===== config.mk =====
export PLATFORM = sky130hd
export DESIGN_NAME = muldiv_sequencer
export DESIGN_NICKNAME = d
export VERILOG_FILES = /design/src/rtl/muldiv_pkg.sv /design/src/rtl/muldiv_step.sv /design/src/rtl/muldiv_sequencer.sv
export SDC_FILE = /design/constraint.sdc
export NUM_CORES = 1
export LEC_CHECK = 0
export ABC_AREA = 1
export CAP_MARGIN = 20
export CORE_ASPECT_RATIO = 1.4
export CORE_UTILIZATION = 50
export CTS_BUF_LIST = sky130_fd_sc_hd__clkbuf_8
export DETAILED_ROUTE_END_ITERATION = 10
export PLACE_DENSITY_LB_ADDON = 0.1
export SYNTH_ARGS = -nofsm -noshare
export SYNTH_HDL_FRONTEND = slang
export SYNTH_HIERARCHICAL = 1
export SYNTH_SLANG_ARGS = --single-unit

===== constraint.sdc =====
create_clock -name Clk -period 6.4 [get_ports Clk]
set_input_delay 1.92 -clock Clk [delete_from_list [all_inputs] [get_ports Clk]]
set_output_delay 1.92 -clock Clk [all_outputs]
set_load 0.05 [all_outputs]

===== src/rtl/muldiv_pkg.sv =====
// Shared encodings and sizing for the iterative multiply/divide sequencer.
package muldiv_pkg;

  localparam int STEPS = 32;
  // One extra bit so the counter can hold STEPS itself when early-out needs it.
  localparam int CNT_W = $clog2(STEPS) + 1;

  typedef enum logic [1:0] {
    OP_MULT  = 2'b00,
    OP_MULTU = 2'b01,
    OP_DIV   = 2'b10,
    OP_DIVU  = 2'b11
  } op_e;

  typedef enum logic [1:0] {
    S_IDLE,
    S_RUN,
    S_FIXUP
  } state_e;

endpackage


===== src/rtl/muldiv_step.sv =====
// One combinational iteration: shift/add multiply (mode=0) or restoring divide (mode=1).
module muldiv_step #(
  parameter int WIDTH = 32
) (
  input  logic [WIDTH-1:0] hi,
  input  logic [WIDTH-1:0] lo,
  input  logic [WIDTH-1:0] operand,
  input  logic             mode,
  output logic [WIDTH-1:0] hi_next,
  output logic [WIDTH-1:0] lo_next
);

  logic [WIDTH:0]   sum;
  logic [WIDTH:0]   shifted;
  logic [WIDTH-1:0] diff;

  always_comb begin
    sum     = {1'b0, hi} + (lo[0] ? {1'b0, operand} : '0);
    // Remainder is kept below the divisor, so the shifted value needs one extra bit.
    shifted = {hi, lo[WIDTH-1]};
    diff    = shifted[WIDTH-1:0] - operand;
    if (mode) begin
      if (shifted >= {1'b0, operand}) begin
        hi_next = diff;
        lo_next = {lo[WIDTH-2:0], 1'b1};
      end else begin
        hi_next = shifted[WIDTH-1:0];
        lo_next = {lo[WIDTH-2:0], 1'b0};
      end
    end else begin
      hi_next = sum[WIDTH:1];
      lo_next = {sum[0], lo[WIDTH-1:1]};
    end
  end

endmodule


===== src/rtl/muldiv_sequencer.sv =====
// Iterative MULT/MULTU/DIV/DIVU sequencer owning HI/LO, with MTHI/MTLO and EX stall.
// Optional MULDIV_EARLY_OUT_EN: multiplies finish once the remaining multiplier bits are zero.
module muldiv_sequencer
  import muldiv_pkg::*;
#(
  parameter int WIDTH = 32
) (
  input  logic             Clk,
  input  logic             Reset,
  input  logic             Start,
  input  logic [1:0]       Op,
  input  logic [WIDTH-1:0] Operand_A,
  input  logic [WIDTH-1:0] Operand_B,
  input  logic             Read_Req,
  input  logic             Hi_We,
  input  logic             Lo_We,
  input  logic [WIDTH-1:0] Wr_Data,
  output logic             Busy,
  output logic             Stall,
  output logic             Done,
  output logic [WIDTH-1:0] Hi,
  output logic [WIDTH-1:0] Lo
);

  state_e             state_reg;
  logic [CNT_W-1:0]   cnt_reg;
  logic               is_div_reg, neg_res_reg, neg_rem_reg, busy_reg, done_reg;
  logic [WIDTH-1:0]   acc_reg, low_reg, opd_reg, hi_reg, lo_reg;
  logic [WIDTH-1:0]   step_hi, step_lo;
  logic               is_signed, a_neg, b_neg, last_step;
  logic [WIDTH-1:0]   mag_a, mag_b, hi_fix, lo_fix;
  logic [2*WIDTH-1:0] prod, prod_signed;

  assign is_signed = (Op == OP_MULT) || (Op == OP_DIV);
  assign a_neg     = is_signed & Operand_A[WIDTH-1];
  assign b_neg     = is_signed & Operand_B[WIDTH-1];
  assign mag_a     = a_neg ? -Operand_A : Operand_A;
  assign mag_b     = b_neg ? -Operand_B : Operand_B;

  muldiv_step #(.WIDTH(WIDTH)) u_step (
    .hi      (acc_reg),
    .lo      (low_reg),
    .operand (opd_reg),
    .mode    (is_div_reg),
    .hi_next (step_hi),
    .lo_next (step_lo)
  );

`ifdef MULDIV_EARLY_OUT_EN
  // low_reg[31-cnt:0] is the unconsumed multiplier; bit 0 is consumed this cycle.
  assign last_step = (cnt_reg == CNT_W'(STEPS - 1)) ||
                     (!is_div_reg && (((low_reg & ({WIDTH{1'b1}} >> cnt_reg)) >> 1) == '0));
  // Skipped iterations would only have shifted right, so apply them at once.
  assign prod = {acc_reg, low_reg} >> (CNT_W'(STEPS) - cnt_reg);
`else
  assign last_step = (cnt_reg == CNT_W'(STEPS - 1));
  assign prod      = {acc_reg, low_reg};
`endif

  always_comb begin
    prod_signed = neg_res_reg ? -prod : prod;
    if (is_div_reg) begin
      hi_fix = neg_rem_reg ? -acc_reg : acc_reg;
      lo_fix = neg_res_reg ? -low_reg : low_reg;
    end else begin
      hi_fix = prod_signed[2*WIDTH-1:WIDTH];
      lo_fix = prod_signed[WIDTH-1:0];
    end
  end

  always_ff @(posedge Clk) begin
    if (Reset) begin
      state_reg   <= S_IDLE;
      cnt_reg     <= '0;
      is_div_reg  <= 1'b0;
      neg_res_reg <= 1'b0;
      neg_rem_reg <= 1'b0;
      busy_reg    <= 1'b0;
      done_reg    <= 1'b0;
      acc_reg     <= '0;
      low_reg     <= '0;
      opd_reg     <= '0;
      hi_reg      <= '0;
      lo_reg      <= '0;
    end else begin
      done_reg <= 1'b0;
      case (state_reg)
        S_IDLE: begin
          if (Hi_We) hi_reg <= Wr_Data;
          if (Lo_We) lo_reg <= Wr_Data;
          if (Start) begin
            is_div_reg  <= Op[1];
            acc_reg     <= '0;
            low_reg     <= Op[1] ? mag_a : mag_b;
            opd_reg     <= Op[1] ? mag_b : mag_a;
            // Divide by zero keeps LO all ones and HI equal to the dividend.
            neg_res_reg <= (a_neg ^ b_neg) & ~(Op[1] & (Operand_B == '0));
            neg_rem_reg <= a_neg;
            cnt_reg     <= '0;
            busy_reg    <= 1'b1;
            state_reg   <= S_RUN;
          end
        end
        S_RUN: begin
          acc_reg <= step_hi;
          low_reg <= step_lo;
          cnt_reg <= cnt_reg + 1'b1;
          if (last_step) state_reg <= S_FIXUP;
        end
        S_FIXUP: begin
          hi_reg    <= hi_fix;
          lo_reg    <= lo_fix;
          busy_reg  <= 1'b0;
          done_reg  <= 1'b1;
          state_reg <= S_IDLE;
        end
        default: state_reg <= S_IDLE;
      endcase
    end
  end

  assign Busy  = busy_reg;
  assign Done  = done_reg;
  assign Hi    = hi_reg;
  assign Lo    = lo_reg;
  assign Stall = busy_reg & (Start | Read_Req | Hi_We | Lo_We);

endmodule

==> results of run 1 <==
cell type report:
type                    count  area (um^2)
diodes                      1         2.50
clock buffers              17          234
clock inverters            14          178
fillers                  3691        15000
inverters                 458         1720
multi-input cells        2403        12200
flip-flops and latches    173         3470
well taps                 456          571
repair buffers            187         1820
cell usage in the layout, fill, tap and decap left out, types with 42 or more instances in the layout:
cell type        synthesis  routed
o21ai_0                190     190
clkdlybuf4s50_1          0     169
nand3b_1                42      42
nand2_1                919     919
nand3_1                308     308
inv_1                  434     433
dfxtp_1                173     171
ha_1                    69      69
nor2_1                 293     293
xor2_1                  43      43
a21oi_1                197     196
a22oi_1                 62      62
path summary, 6_finish.rpt:
| kind | endpoint | slack [ns] | cells past startpoint |
|---|---|---|---|
| setup / recovery | Stall | 1.03 | 4 |
| hold / removal | cnt_reg[3]$_SDFFE_PP0P_ | 0.49 | 2 |
| hold reg to reg | cnt_reg[3]$_SDFFE_PP0P_ | 0.49 | 2 |
| setup reg to reg | low_reg[0]$_SDFFE_PP0P_ | 2.79 | 15 |
worst reg2reg max path, stage by stage, from the launching register on:
cell,delay (ns)
dfxtp_1,0.77
ha_1,0.40
nand2_1,0.14
inv_2,0.06
nand2_2,0.09
inv_2,0.05
a21oi_2,0.19
nor2_4,0.07
nor2_8,0.45
nand2_8,0.28
nand2_1,0.35
nand2_1,0.10
nand2_1,0.07
o21ai_0,0.21
o21ai_0,0.24
inv_1,0.06
cell families (layout without fill, tap and decap cells):
group,Yosys count,after routing
AO/OA/AOI/OAI,544,544
XOR/XNOR,67,67
adder cells (fa/ha/maj),71,71
buffers and inverters,573,676
flip-flops,173,173
other,0,1
AND/OR/NAND/NOR,1721,1721
metrics by stage:
stage / std cells / cell area (um^2) / hold WS, ns / total power (uW) / worst slack [ns]
floorplan: 3149 / 17900 / 0.437 / 2420 / 1.75
global placement: 3677 / 19800 / 0.453 / 2900 / 1.04
detailed placement: 3677 / 19800 / 0.467 / 2920 / 1.05
CTS: 3708 / 20200 / 0.490 / 3750 / 1.05
global route: 3709 / 20200 / 0.534 / 3980 / 1.04
finish: 3709 / 20200 / 0.492 / 3780 / 1.03
report_power, final:
| group | switching [uW] | leakage [uW] | internal [uW] | total [uW] |
|---|---|---|---|---|
| logic | 1140 | 0.00847 | 538 | 1680 |
| clock network | 506 | 0.000205 | 330 | 836 |
| registers | 121 | 0.00142 | 1150 | 1270 |
per-layer routing:
layer,vias to the layer above,track usage [%],wire [um],share of wire [%]
li1,10400,-,-,-
met1,9983,45.6,28200,38
met2,1063,67.3,34700,47
met3,235,6.48,5360,7.3
met4,2,27.3,5270,7.2
met5,-,0,13,0.018
==> metrics.txt, run 1 <==
# TYPE chip_impl_metric gauge
chip_impl_metric{name="synth.net_count",unit=""} 3324
chip_impl_info{name="setup.worst_path.class",value="primary input to primary output"} 1
chip_impl_metric{name="deepest_level_of_the_cts_h_tree",unit=""} 4
chip_impl_metric{name="grt.total_usage",unit="%"} 39.7
chip_impl_metric{name="first_pass_grt_wire_length",unit="um"} 111000
chip_impl_info{name="synth_area_leader_cell",value="dfxtp_1"} 1
chip_impl_info{name="regToRegStartpoint",value="acc_reg[20]$_SDFFE_PP0P_"} 1
chip_impl_metric{name="dp_hpwl",unit="um"} 59400
chip_impl_metric{name="via_count",unit=""} 21700
chip_impl_metric{name="power.leakage",unit="uW"} 0.0101
chip_impl_metric{name="via_count_of_the_first_global_routing_pass",unit=""} 20200
chip_impl_metric{name="die_area",unit="um^2"} 36600
chip_impl_metric{name="number_of_antenna_violations_at_the_first_check_in_global_routing",unit=""} 2
chip_impl_metric{name="synth_enable_flop_cells",unit=""} 0
chip_impl_info{name="timing.critical_path.max_delay_family",value="buffers and inverters"} 1
chip_impl_metric{name="post_cts_resized",unit=""} 0
chip_impl_metric{name="synth.mux.area_fraction",unit="%"} 0
chip_impl_metric{name="final_nets",unit=""} 3415
chip_impl_metric{name="drt_wl_total",unit="um"} 73500
chip_impl_metric{name="drt-wirelength-per-cell",unit="um"} 19.8
chip_impl_metric{name="initialDrtViolationCount",unit=""} 2221
chip_impl_info{name="result_of_the_run",value="finished clean"} 1
chip_impl_info{name="unrepaired_setup_endpoints_after_global_routing",value="no"} 1
chip_impl_metric{name="synth-seq-area-share",unit="%"} 19.3
chip_impl_metric{name="synth_area_in_compound_gates",unit="%"} 17.6
chip_impl_info{name="most_numerous_cell_in_the_yosys_netlist",value="nand2_1"} 1
chip_impl_metric{name="layout-area-overhead-vs-synth",unit="%"} 12.7
chip_impl_metric{name="drt-vias-per-instance",unit=""} 5.84
chip_impl_metric{name="max_cap_violation_count",unit=""} 0
chip_impl_metric{name="crit_arrival",unit="ns"} 3.45
chip_impl_info{name="crit_path_start",value="Start"} 1
chip_impl_metric{name="synthDistinctLibCells",unit=""} 55
chip_impl_info{name="synth_top_family_by_area",value="simple AND/OR/NAND/NOR gates"} 1
chip_impl_info{name="synth_top_flop_cell",value="dfxtp_1"} 1
chip_impl_info{name="ys_top_cells_by_count",value="919 x nand2_1, 434 x inv_1, 308 x nand3_1, 293 x nor2_1, 197 x a21oi_1"} 1
chip_impl_metric{name="final_util",unit="%"} 57.5
chip_impl_metric{name="tightest_slew",unit="ns"} 1.03
chip_impl_info{name="synthTopCellsByArea",value="dfxtp_1 19%, nand2_1 19%, inv_1 9.1%"} 1
chip_impl_metric{name="max-vdd-ir-drop",unit="uV"} 135
chip_impl_metric{name="die_y",unit="um"} 226
chip_impl_metric{name="cp_num_buf_inv",unit=""} 2
chip_impl_info{name="critical_path_cell_by_cell",value="clkdlybuf4s50_1 -> nor3_1 -> a21oi_1 -> clkdlybuf4s50_1"} 1
chip_impl_info{name="critical_path.endpoint_type",value="primary output"} 1
chip_impl_info{name="min_from",value="cnt_reg[3]$_SDFFE_PP0P_"} 1
chip_impl_metric{name="route.detailed.drc",unit=""} 0
chip_impl_metric{name="tns",unit="ns"} 0
chip_impl_metric{name="io_buffers",unit=""} 170
chip_impl_metric{name="synthDominantCellAreaShare",unit="%"} 19.3
chip_impl_metric{name="final.min_clock_period",unit="ns"} 5.37
chip_impl_metric{name="clk_path_buf_depth",unit=""} 2
chip_impl_metric{name="syn_inst",unit=""} 3149
chip_impl_metric{name="worstPathRequired",unit="ns"} 4.48
chip_impl_metric{name="gp_congestion",unit=""} 1.04
chip_impl_metric{name="timing.final.hold_violations",unit=""} 0
chip_impl_metric{name="io_pins",unit=""} 171
chip_impl_metric{name="syn_area_per_cell",unit="um^2"} 5.69
chip_impl_metric{name="maximum_number_of_pins_on_one_net_before_global_route_repair",unit=""} 73
chip_impl_metric{name="clock_sink_count",unit=""} 173
chip_impl_metric{name="synth.ff_latch_count",unit=""} 173
chip_impl_metric{name="die_w",unit="um"} 162
chip_impl_metric{name="synth_simple_gate_area_share",unit="%"} 42.1
chip_impl_metric{name="critPathMaxStageDelay",unit="ns"} 0.83
chip_impl_metric{name="initial_utilization",unit="%"} 51.0
chip_impl_metric{name="detail_route.first_pass.iterations",unit=""} 7
chip_impl_metric{name="synth_area",unit="um^2"} 17900
chip_impl_metric{name="final-setup-viol-count",unit=""} 0
chip_impl_metric{name="worstSkewPairLatency",unit="ns"} 0.53
chip_impl_metric{name="placement_rows",unit=""} 81
chip_impl_metric{name="slew_headroom",unit="%"} 31.3
chip_impl_metric{name="final_max_slew_viol_count",unit=""} 0
chip_impl_metric{name="max_clock_freq",unit="GHz"} 0.186
chip_impl_metric{name="post_route_cells_drive_above_1_share",unit="%"} 5.50
chip_impl_metric{name="synthXorXnorAreaFrac",unit="%"} 3.27
chip_impl_info{name="min-delay-path-class",value="flop to flop"} 1
chip_impl_metric{name="finalClockSkew",unit="ns"} 0.0200
chip_impl_info{name="cts_tree",value="built"} 1
chip_impl_metric{name="hold_buffers_post_cts",unit=""} 0
chip_impl_info{name="critPathLaunchType",value="primary input"} 1
chip_impl_metric{name="antenna_left",unit=""} 0
chip_impl_metric{name="worstPathMaxFanout",unit=""} 2
chip_impl_metric{name="post_cts_buffers",unit=""} 0
chip_impl_metric{name="post-route-period-util",unit="%"} 84.0
chip_impl_info{name="path_common_cell",value="clkdlybuf4s50_1"} 1
chip_impl_metric{name="arithmetic_cell_share_of_the_synthesized_area_counting_full_adders_half_adders_and_majority_gates",unit="%"} 5.04
chip_impl_metric{name="coreArea",unit="um^2"} 35200
chip_impl_metric{name="cts-buffers-inserted",unit=""} 17
chip_impl_info{name="cts-root-buf",value="clkbuf_8"} 1
chip_impl_metric{name="power.density",unit="nW/um^2"} 187
chip_impl_metric{name="clk_pin_slew_worst_paths",unit="ns"} 0.11
chip_impl_info{name="critPathSlowestCell",value="clkdlybuf4s50_1"} 1
chip_impl_metric{name="yosysWarningCount",unit=""} 6
chip_impl_metric{name="synth_async_sr_flop_share",unit="%"} 0
chip_impl_metric{name="grt_overflow",unit=""} 0
No activity file was read; power rests on OpenSTA's default activity.
==> run 2: changes to the inputs <==
==> constraint.sdc (replaced) <==
create_clock -name Clk -period 4.75 [get_ports Clk]
set_input_delay 1.425 -clock Clk [delete_from_list [all_inputs] [get_ports Clk]]
set_output_delay 1.425 -clock Clk [all_outputs]
set_load 0.05 [all_outputs]
==> run 2 against run 1 <==
  * Setup slack got worse by 0.064 ns
  * Core utilization up 0.21 points
  * Global-route usage up 0.41 points
  * Critical path depth unchanged
  * Non-clock buffer count up 12
  * Clock-buffer cell count did not move
  * Critical endpoint unchanged
==> metrics.txt, run 2 (synthesis results as in run 1) <==
# TYPE chip_impl_metric gauge
chip_impl_info{name="result_of_the_run",value="finished clean"} 1
chip_impl_metric{name="post_dp_cell_area",unit="um^2"} 19900
chip_impl_metric{name="die_y",unit="um"} 226
chip_impl_info{name="unrepaired_setup_endpoints_after_global_routing",value="no"} 1
chip_impl_metric{name="clk_path_buf_depth",unit=""} 2
chip_impl_info{name="min-delay-path-class",value="flop to flop"} 1
chip_impl_metric{name="cts-buffers-inserted",unit=""} 17
chip_impl_metric{name="final_max_slew_viol_count",unit=""} 0
chip_impl_metric{name="placement_rows",unit=""} 81
chip_impl_metric{name="post_cts_buffers",unit=""} 0
chip_impl_metric{name="tns",unit="ns"} 0
chip_impl_metric{name="initialDrtViolationCount",unit=""} 2055
chip_impl_info{name="cts_tree",value="built"} 1
chip_impl_metric{name="detail_route.first_pass.iterations",unit=""} 8
chip_impl_metric{name="drt-vias-per-instance",unit=""} 5.85
chip_impl_metric{name="die_area",unit="um^2"} 36600
chip_impl_metric{name="insertedDiodeCount",unit=""} 0
chip_impl_metric{name="post_cts_resized",unit=""} 0
chip_impl_metric{name="post_route_hold_slack",unit="ns"} 0.479
chip_impl_info{name="critical_path.endpoint_type",value="primary output"} 1
chip_impl_metric{name="timing.final.hold_violations",unit=""} 0
chip_impl_metric{name="initial_utilization",unit="%"} 51.0
chip_impl_metric{name="regToRegSetupSlack",unit="ns"} 1.17
chip_impl_metric{name="gp_congestion",unit=""} 1.07
chip_impl_metric{name="hold_buffers_post_cts",unit=""} 0
chip_impl_metric{name="final-setup-viol-count",unit=""} 0
chip_impl_info{name="setup.worst_path.class",value="primary input to primary output"} 1
chip_impl_info{name="min_from",value="cnt_reg[5]$_SDFFE_PP0P_"} 1
chip_impl_metric{name="tightest_slew",unit="ns"} 1.03
chip_impl_metric{name="io_buffers",unit=""} 170
chip_impl_metric{name="drt-wirelength-per-cell",unit="um"} 19.8
chip_impl_info{name="critPathLaunchType",value="primary input"} 1
chip_impl_metric{name="crit_arrival",unit="ns"} 2.36
chip_impl_metric{name="deepest_level_of_the_cts_h_tree",unit=""} 4
chip_impl_metric{name="final_util",unit="%"} 57.7
chip_impl_metric{name="number_of_antenna_violations_at_the_first_check_in_global_routing",unit=""} 1
chip_impl_metric{name="clk_pin_slew_worst_paths",unit="ns"} 0.11
chip_impl_metric{name="max_cap_violation_count",unit=""} 0
chip_impl_metric{name="finalInstanceArea",unit="um^2"} 20300
chip_impl_metric{name="antenna_left",unit=""} 0
chip_impl_metric{name="io_pins",unit=""} 171
chip_impl_metric{name="post_route_cells_drive_above_1_share",unit="%"} 5.88
chip_impl_info{name="regToRegStartpoint",value="acc_reg[15]$_SDFFE_PP0P_"} 1
chip_impl_metric{name="power.total",unit="uW"} 5050
chip_impl_metric{name="worstPathMaxFanout",unit=""} 2
chip_impl_metric{name="drt_wl_total",unit="um"} 73700
chip_impl_metric{name="final.min_clock_period",unit="ns"} 3.79
chip_impl_info{name="critPathSlowestCell",value="clkdlybuf4s50_1"} 1
chip_impl_info{name="leading_cell_types_in_the_layout_fill_and_taps_excluded",value="919 x nand2_1, 433 x inv_1, 308 x nand3_1"} 1
chip_impl_metric{name="max_clock_freq",unit="GHz"} 0.264
chip_impl_metric{name="critPathMaxStageDelay",unit="ns"} 0.44
chip_impl_metric{name="r2r.worst_path.cells",unit=""} 17
chip_impl_info{name="commonest_non_fill_non_tap_cell_in_the_layout",value="nand2_1"} 1
chip_impl_metric{name="route.detailed.drc",unit=""} 0
chip_impl_metric{name="final_nets",unit=""} 3427
chip_impl_metric{name="slew_headroom",unit="%"} 31.4
chip_impl_info{name="critical_path_cell_by_cell",value="clkdlybuf4s50_1 -> nor3_1 -> a21oi_1 -> buf_4"} 1
chip_impl_info{name="r2r-end",value="low_reg[0]$_SDFFE_PP0P_"} 1
chip_impl_metric{name="worst_hold_path.num_cells",unit=""} 1
chip_impl_metric{name="clock_sink_count",unit=""} 173
chip_impl_metric{name="coreArea",unit="um^2"} 35200
chip_impl_info{name="cts-root-buf",value="clkbuf_8"} 1
chip_impl_metric{name="worstPathRequired",unit="ns"} 3.32
chip_impl_metric{name="finalClockSkew",unit="ns"} 0.0218
chip_impl_metric{name="dp_hpwl",unit="um"} 59400
chip_impl_metric{name="power.leakage",unit="uW"} 0.0101
chip_impl_metric{name="layout-area-overhead-vs-synth",unit="%"} 13.1
chip_impl_metric{name="grt_overflow",unit=""} 0
chip_impl_metric{name="worstSkewPairLatency",unit="ns"} 0.52
chip_impl_metric{name="grt.total_usage",unit="%"} 40.2
chip_impl_metric{name="via_count",unit=""} 21800
chip_impl_metric{name="max-vdd-ir-drop",unit="uV"} 149
chip_impl_metric{name="first_pass_grt_wire_length",unit="um"} 113000
chip_impl_metric{name="die_w",unit="um"} 162
chip_impl_info{name="min_delay_worst_endpoint",value="cnt_reg[5]$_SDFFE_PP0P_"} 1
chip_impl_metric{name="post-route-period-util",unit="%"} 79.8
chip_impl_metric{name="power.density",unit="nW/um^2"} 249
chip_impl_metric{name="maximum_number_of_pins_on_one_net_before_global_route_repair",unit=""} 72
chip_impl_metric{name="via_count_of_the_first_global_routing_pass",unit=""} 20200
[run 2: how the worst max path moves through the flow]
stage                     startpoint                        to  slack [ns]
after floorplan                Lo_We                     Stall        1.09
final                          Start                     Stall        0.96
after global placement         Start  opd_reg[31]$_SDFFE_PP0P_        0.79
after global routing           Start                     Stall        0.93
after CTS                      Start                     Stall        0.97
after detailed placement       Start  opd_reg[31]$_SDFFE_PP0P_        0.75
[run 2: critical path: cells and delay by family]
family / cells / cell delay [ns]
AO/OA/AOI/OAI: 1 / 0.09
AND/OR/NAND/NOR: 1 / 0.21
buffers and inverters: 2 / 0.64
[run 2: power by group]
group	leakage (uW)	internal, uW	switching (uW)
clock network	0.000189	389	673
logic	0.00854	733	1560
registers	0.00142	1550	146
total	0.0101	2680	2380
[run 2: metal layers]
metal	part of all wire (%)	up-vias	global-route usage (%)
li1	-	10400	-
met1	38	9997	46.9
met2	47	1127	67.4
met3	8.3	228	6.63
met4	7.0	2	26.6
met5	0.018	-	0
[run 2: per-stage QoR]
stage	worst slack (ns)	std cells
final	0.962	3720
after global routing	0.934	3720
after CTS	0.970	3720
after detailed placement	0.746	3689
after global placement	0.788	3689
after floorplan	1.09	3149
[run 2: area by class of cell]
cell class,instances,area (um^2)
clock buffer,17,234
clock inverter,14,153
fill,3630,14900
inverter,458,1720
multi-input combinational,2403,12200
sequential,173,3470
tap,456,571
timing repair buffer,199,1920
